`src/rtl/donut_frame_streamer.sv`:
```
// donut_frame_streamer
// --------------------
// Byte source for the UART transmitter. Each pass over the COLS x ROWS
// character grid produces one terminal frame: an ANSI cursor-home header
// (optionally preceded by a screen clear), then every row's characters,
// each row terminated by CR LF. Character codes come from a 4-bit
// luminance that the renderer supplies combinationally for the current
// (pix_x, pix_y).
//
// Optional feature macro: DONUT_FRAME_CLEAR_EN
//   defined   -> 7-byte header ESC[2J ESC[H (screen cleared every frame)
//   undefined -> 3-byte header ESC[H
//
// Ports
//   clk         system clock
//   nrst        asynchronous active-low reset
//   run         frame enable, only looked at while idle
//   lum[3:0]    luminance for current pix_x/pix_y (0..11 shaded, 12..15 blank)
//   txe         transmitter ready; a byte is consumed when start && txe
//   start       a byte is available on data_out
//   data_out    byte to transmit
//   pix_x[6:0]  current column
//   pix_y[4:0]  current row
//   frame_done  one-cycle pulse after the final LF of a frame is consumed

module donut_frame_streamer #(
  parameter int COLS = 80,
  parameter int ROWS = 24
) (
  input  logic       clk,
  input  logic       nrst,
  input  logic       run,
  input  logic [3:0] lum,
  input  logic       txe,
  output logic       start,
  output logic [7:0] data_out,
  output logic [6:0] pix_x,
  output logic [4:0] pix_y,
  output logic       frame_done
);

`ifdef DONUT_FRAME_CLEAR_EN
  localparam int HDR_LEN = 7;
`else
  localparam int HDR_LEN = 3;
`endif
  localparam int HDR_W = $clog2(HDR_LEN);

  localparam logic [HDR_W-1:0] HDR_LAST = HDR_W'(HDR_LEN - 1);
  localparam logic [HDR_W-1:0] HDR_ZERO = HDR_W'(0);
  localparam logic [HDR_W-1:0] HDR_ONE  = HDR_W'(1);
  localparam logic [6:0]       COL_LAST = 7'(COLS - 1);
  localparam logic [4:0]       ROW_LAST = 5'(ROWS - 1);

  typedef enum logic [2:0] {
    S_IDLE = 3'd0,
    S_HDR  = 3'd1,
    S_PIX  = 3'd2,
    S_CR   = 3'd3,
    S_LF   = 3'd4
  } state_t;

  // Header byte lookup; index is widened to 3 bits so both header lengths
  // share one table shape.
  function automatic logic [7:0] hdr_byte(input logic [2:0] idx);
    logic [7:0] b;
    case (idx)
`ifdef DONUT_FRAME_CLEAR_EN
      3'd0:    b = 8'h1B;
      3'd1:    b = 8'h5B;
      3'd2:    b = 8'h32;
      3'd3:    b = 8'h4A;
      3'd4:    b = 8'h1B;
      3'd5:    b = 8'h5B;
      3'd6:    b = 8'h48;
`else
      3'd0:    b = 8'h1B;
      3'd1:    b = 8'h5B;
      3'd2:    b = 8'h48;
`endif
      default: b = 8'h00;
    endcase
    return b;
  endfunction

  // Luminance ramp ".,-~:;=!*#$@"; out-of-range luminance renders as space.
  function automatic logic [7:0] charmap(input logic [3:0] l);
    logic [7:0] c;
    case (l)
      4'd0:    c = 8'h2E;
      4'd1:    c = 8'h2C;
      4'd2:    c = 8'h2D;
      4'd3:    c = 8'h7E;
      4'd4:    c = 8'h3A;
      4'd5:    c = 8'h3B;
      4'd6:    c = 8'h3D;
      4'd7:    c = 8'h21;
      4'd8:    c = 8'h2A;
      4'd9:    c = 8'h23;
      4'd10:   c = 8'h24;
      4'd11:   c = 8'h40;
      default: c = 8'h20;
    endcase
    return c;
  endfunction

  state_t           state_r, state_nx_s;
  logic [HDR_W-1:0] hdr_idx_r, hdr_idx_nx_s;
  logic [6:0]       pix_x_r, pix_x_nx_s;
  logic [4:0]       pix_y_r, pix_y_nx_s;
  logic             frame_done_r, frame_done_nx_s;
  logic             start_s;
  logic [7:0]       data_out_s;
  logic             consume_s;

  assign consume_s = start_s & txe;

  // Byte presented to the transmitter, derived from current state and lum.
  always_comb begin
    start_s    = 1'b0;
    data_out_s = 8'h00;
    case (state_r)
      S_IDLE: begin
        start_s    = 1'b0;
        data_out_s = 8'h00;
      end
      S_HDR: begin
        start_s    = 1'b1;
        data_out_s = hdr_byte(3'(hdr_idx_r));
      end
      S_PIX: begin
        start_s    = 1'b1;
        data_out_s = charmap(lum);
      end
      S_CR: begin
        start_s    = 1'b1;
        data_out_s = 8'h0D;
      end
      S_LF: begin
        start_s    = 1'b1;
        data_out_s = 8'h0A;
      end
      default: begin
        start_s    = 1'b0;
        data_out_s = 8'h00;
      end
    endcase
  end

  // Next-state and counter update; everything holds unless a byte is consumed.
  always_comb begin
    state_nx_s      = state_r;
    hdr_idx_nx_s    = hdr_idx_r;
    pix_x_nx_s      = pix_x_r;
    pix_y_nx_s      = pix_y_r;
    frame_done_nx_s = 1'b0;
    case (state_r)
      S_IDLE: begin
        if (run) begin
          state_nx_s   = S_HDR;
          hdr_idx_nx_s = HDR_ZERO;
          pix_x_nx_s   = 7'd0;
          pix_y_nx_s   = 5'd0;
        end else begin
          state_nx_s   = S_IDLE;
        end
      end
      S_HDR: begin
        if (consume_s) begin
          if (hdr_idx_r == HDR_LAST) begin
            state_nx_s   = S_PIX;
            hdr_idx_nx_s = HDR_ZERO;
          end else begin
            hdr_idx_nx_s = hdr_idx_r + HDR_ONE;
          end
        end else begin
          state_nx_s = S_HDR;
        end
      end
      S_PIX: begin
        if (consume_s) begin
          if (pix_x_r == COL_LAST) begin
            pix_x_nx_s = 7'd0;
            state_nx_s = S_CR;
          end else begin
            pix_x_nx_s = pix_x_r + 7'd1;
          end
        end else begin
          state_nx_s = S_PIX;
        end
      end
      S_CR: begin
        if (consume_s) begin
          state_nx_s = S_LF;
        end else begin
          state_nx_s = S_CR;
        end
      end
      S_LF: begin
        if (consume_s) begin
          if (pix_y_r == ROW_LAST) begin
            pix_y_nx_s      = 5'd0;
            frame_done_nx_s = 1'b1;
            state_nx_s      = S_IDLE;
          end else begin
            pix_y_nx_s = pix_y_r + 5'd1;
            state_nx_s = S_PIX;
          end
        end else begin
          state_nx_s = S_LF;
        end
      end
      default: begin
        state_nx_s      = S_IDLE;
        hdr_idx_nx_s    = HDR_ZERO;
        pix_x_nx_s      = 7'd0;
        pix_y_nx_s      = 5'd0;
        frame_done_nx_s = 1'b0;
      end
    endcase
  end

  // State and counter registers; reset aborts any frame in flight.
  always_ff @(posedge clk or negedge nrst) begin
    if (!nrst) begin
      state_r      <= S_IDLE;
      hdr_idx_r    <= HDR_ZERO;
      pix_x_r      <= 7'd0;
      pix_y_r      <= 5'd0;
      frame_done_r <= 1'b0;
    end else begin
      state_r      <= state_nx_s;
      hdr_idx_r    <= hdr_idx_nx_s;
      pix_x_r      <= pix_x_nx_s;
      pix_y_r      <= pix_y_nx_s;
      frame_done_r <= frame_done_nx_s;
    end
  end

  assign start      = start_s;
  assign data_out   = data_out_s;
  assign pix_x      = pix_x_r;
  assign pix_y      = pix_y_r;
  assign frame_done = frame_done_r;

endmodule

```
`config.mk`:
```
export PLATFORM = sky130hd
export DESIGN_NAME = donut_frame_streamer
export DESIGN_NICKNAME = d
export VERILOG_FILES = /design/src/rtl/donut_frame_streamer.sv
export SDC_FILE = /design/constraint.sdc
export NUM_CORES = 1
export LEC_CHECK = 0
export ABC_AREA = 1
export CAP_MARGIN = 15
export CELL_PAD_IN_SITES_DETAIL_PLACEMENT = 1
export CELL_PAD_IN_SITES_GLOBAL_PLACEMENT = 2
export CORE_MARGIN = 1.5
export CORE_UTILIZATION = 25
export CTS_CLUSTER_SIZE = 25
export DETAILED_ROUTE_END_ITERATION = 10
export PLACE_DENSITY = 0.81
export SLEW_MARGIN = 10
export SYNTH_ARGS = -nofsm -noshare
export SYNTH_HDL_FRONTEND = slang
export SYNTH_SLANG_ARGS = --single-unit
```
`constraint.sdc`:
```
create_clock -name clk -period 1.3 [get_ports clk]
set_input_delay 0.26 -clock clk [delete_from_list [all_inputs] [get_ports clk]]
set_output_delay 0.26 -clock clk [all_outputs]
set_load 0.005 [all_outputs]
```
---- After elaboration in Yosys (flattened, before gate mapping) ----
Memories as Yosys holds them, arrays and structs flattened.
Cells that the tools add are included.
storage, ports and cells
  register bits after elaboration ......... 18
  bits in read-only memories .............. 112
  bits of input ports ..................... 8
  output and inout port bits .............. 22
  logic and storage cells ................. 64
  memories kept ........................... 1
memories
  memory            words  width  read ports  clocked after memory_dff  wr ports  RTL line  source
  (name not given)  16     7      1           0                         0         89        case (l)
operators by class
  add/sub/neg operators ................... 3
  equality and inequality tests ........... 14
  muxes and demuxes ....................... 27
  bitwise gates (word level) .............. 4
  reductions and logical operators ........ 10
operators by type and width
  cell                   number
  $pmux W7 S3            2
  $pmux W8 S4            1
  $mux W7                3
  $mux W3                6
  $mux W5                3
  $pmux W3 S5            1
  $pmux W5 S3            1
  $reduce_and A3 Y1      3
  $reduce_or A3 Y1       3
  $mux W2                4
  $ne A2 B2 Y1 const B   4
  $add A7 B1 Y7 const B  1
  $eq A7 B7 Y1 const B   1
  $eq A3 B2 Y1 const B   2
  $ne A3 B3 Y1 const B   2
  $pmux W2 S3            1
  $add A5 B1 Y5 const B  1
  $eq A5 B5 Y1 const B   1
  $mux W1                5
  $reduce_or A4 Y1       1
  $eq A3 B1 Y1 const B   1
  $eq A3 B3 Y1 const B   1
  $logic_not A3 Y1       1
  $not A1 Y1             3
  other kinds (6)        6

---- Longest topological paths before layout ----
  word-level depth ........................ 6
  depth in mapped cells ................... 9
  gate-level depth less buffers ........... 9

---- Worst setup path before layout ----
No wires, ideal clock.
  path type ............................... register to output
  from .................................... register state_r[2]
  to ...................................... output port data_out[4]
  arrival time ............................ 1.127 ns
  slack ................................... -0.087 ns
  cell stages (with the launch flop) ...... 7
  path buffers ............................ 1
  path through ............................ dfrtp_1 > inv_2 > nand3_2 > inv_1 > buf_2 > nand2_1 > o21ai_0
between the ends
  longest elaborated chain between the ends .. 2
  elaborated cells on any way between the ends .. 5
RTL lines
  element                                     RTL line  source
  from (decl)                                 107       state_t state_r, state_nx_s;
  from (signal assigned)                      232       state_r <= state_nx_s;
  $eq A3 B3 Y1, or another cell as far along  122       case (state_r)
  $pmux W8 S4 *                               122
  to (decl)                                   36        output logic [7:0] data_out,
Mark *: on every way between the ends. The rest lies on a longest branch, timed or not.

---- Final worst setup path ----
  from .................................... register state_r[1]
  to ...................................... output port data_out[1]
Same word-level chain as after synthesis.

==> results.yml <==
outcome:
  outcome: "finished, violations left"
  violations: "negative setup slack"
setup_path:
  r2r_slack_ps: -240
  cp-end-kind: "output port"
  path_cells: "buf_6 > nand3_4 > a21oi_4 > buf_6 > o211ai_1 > nand3_1 > buf_2"
  critPathRequiredTime_ps: 1040
  slowest_stage: "dfrtp_1"
  worst-path-max-fanout: 4
  crit_type: "flip-flop to output port"
  crit_family: "flip-flops"
  max_stage_delay_ps: 410
  worstPathArrival_ps: 1450
  crit_buf_inv: 3
  startpoint_type: "flip-flop"
  cp_common_cell: "buf_6"
timing:
  period_share: 1.317
  fin_crit_ps: 1712
  drv_slew: 0
  hold_ws_ps: 340.1
  hold_violations: 0
  rsz0062_at_grt: "true"
  skew_ps: 2.796
  fin_ws_ps: -412.3
  fin_setup_tns_ps: -6132
  max_freq_mhz: 584.0
  setup_viol: 24
power_and_ir_drop:
  p_int_mw: 2.502
  total_power_mw: 4.621
  irDropWorstVdd_mv: 0.7232
  seqPwrFrac: 0.163
  p_sw_mw: 2.119
  powerDensity_mw_per_mm2: 1755
  p_leak_nw: 1.300
  combPwrFrac: 0.747
  p_clk_frac: 0.090
  switching_share: 0.4586
floorplan:
  core-area_mm2: 0.005107
  start_util: 0.2587
  num_rows: 26
  die_h_um: 75.70
  io_pins: 30
  die_area_mm2: 0.005730
  fp.dieW_um: 75.70
synthesis:
  synth-main-ff-cell: "dfrtp_1"
  synth_cell_types: 27
  synth_xor_area_frac: 0.01326
  async_flop_share: 1.000
  syn_area_mm2: 0.001321
  synth_fa_ha_area_frac: 0.1136
  synth_warnings: 0
  ys_seq_elements: 18
  post_synth.cell_area_avg_um2: 7.142
  synth-edff-count: 0
  synth_compound_area_frac: 0.1259
  yosysSeqAreaShare: 0.3409
  synthCells: 185
  synth_top_family_by_area: "simple AND/OR/NAND/NOR gates"
  syn-num-nets: 205
  synth-simple-area-share: 0.3191
  muxShareOfSynthArea: 0
grt:
  grt_start_max_net_pins: 19
  gr-total-overflow: 0
  grt_use_total: 0.1835
  grt_pass1_wl_um: 7817
  grt_antenna_before_repair: 0
  grt_pass1_vias: 1697
flow_run:
  maxCapViolCount: 0
layout:
  layout_commonest_cell: "buf_4"
  final_area_mm2: 0.002633
  layout_common_cells: "buf_4, nand2_1, buf_6, dfrtp_1, inv_1"
  diodes: 0
  fillCellCount: 616
  fin_nets: 302
  drive_gt1_frac: 0.5357
  areaGrowthSynthToFinish_pct: 99.24
drt:
  wl_per_cell_um: 15.34
  drc: 0
  via_count: 1644
  drtAntennaViolNets: 0
  drt_iter0_drc: 40
  first_pass_iters: 4
  drt-total-wl_um: 5370
  viasPerCell: 4.697
clock_tree:
  cts_root_buf: "clkbuf_8"
  clkTransAtPathRegs_ps: 70
  clockBufferDepth: 2
  clock_latency_ps: 260
  cts_made_buffers: 3
  cts_max_level: 1
  clkSinkCount: 18
  ctsHoldBuffers: 0
  cts_tree: "yes"
placed_design:
  hpwl_um: 3151
  gp_congestion: 0.8400
  place_area_mm2: 0.002012
  dpl_worst_slack_ps: -869.3
  port_buffers: 28
hold_path:
  hold_class: "input pin to async pin"
-- power groups by stage --
stage	logic (mW)	registers (mW)	clock network, mW
after floorplan	0.907	0.745	0
after global placement	2.21	0.724	0
after detailed placement	2.24	0.730	0
after CTS	2.90	0.730	0.414
after global routing	3.67	0.769	0.447
final	3.45	0.754	0.414
-- final timing paths --
path	startpoint	cells after the start	to
max in group asynchronous	nrst	2	hdr_idx_r[0]
worst min register to register	hdr_idx_r[0]	2	hdr_idx_r[0]
worst max register to register	state_r[1]	9	pix_x[4]
min in group clk	hdr_idx_r[0]	2	hdr_idx_r[0]
worst min-delay path	nrst	2	pix_x[2]
worst max-delay path	state_r[1]	7	data_out[1]
-- per-stage QoR --
| stage | cells | util |
|---|---|---|
| 2_1_floorplan | 185 | - |
| 3_3_place_gp | 323 | 0.3939 |
| 3_5_place_dp | 323 | 0.3939 |
| 4_1_cts | 348 | 0.4731 |
| 5_1_grt | 350 | 0.5154 |
| 6_report | 350 | 0.5154 |
-- sequential cells by signal (all words and copies together), names as in the netlist --
signal and cells:
pix_x 7, state_r 3, frame_done 1, hdr_idx_r 2
pix_y 5
-- cell type report --
cell class | count | area (µm²) | area share
Multi-Input combinational cell | 140 | 1131 | 0.4297
Clock buffer | 3 | 41.29 | 0.01568
Tap cell | 70 | 87.58 | 0.03327
Timing Repair Buffer | 94 | 815.8 | 0.3099
Inverter | 25 | 103.9 | 0.03945
Sequential cell | 18 | 452.9 | 0.1721
-- cell usage after synthesis (2+ instances only) --
cell	instances	area, µm²
nand3_2	2	20.02
nand3_1	25	125.1
nor3_1	2	10.01
nor2_1	16	60.06
nand2_1	40	150.1
ha_1	12	150.1
xor2_1	2	17.52
inv_1	22	82.58
a21oi_1	11	55.05
dfrtp_1	18	450.4
nand2_2	2	12.51
o21ai_0	16	80.08
inv_2	3	11.26
-- cell families after synthesis --
logic type,Yosys count
AOI/OAI and AO/OA,31
and+or+nand+nor,93
other,1
buffers and inverters,28
adders and majority gates,12
DFF,18
xor gates and xnor gates,2
-- layer usage --
| metal | part of all wire | GRT usage | vias to the layer above |
|---|---|---|---|
| li1 | - | - | 795 |
| met1 | 0.39 | 0.2015 | 788 |
| met2 | 0.55 | 0.3626 | 46 |
| met3 | 0.028 | 0.02116 | 15 |
| met4 | 0.029 | 0.05754 | 0 |
| met5 | 0 | 0 | - |
-- timing repair --
item                                    CTS  global route
cloned                                    1             0
pin swaps                                22            24
setup buffers                            25             4
gates resized for setup                 118            57
endpoints found under the setup margin   38            28
Power figures use the tool's default switching activity.
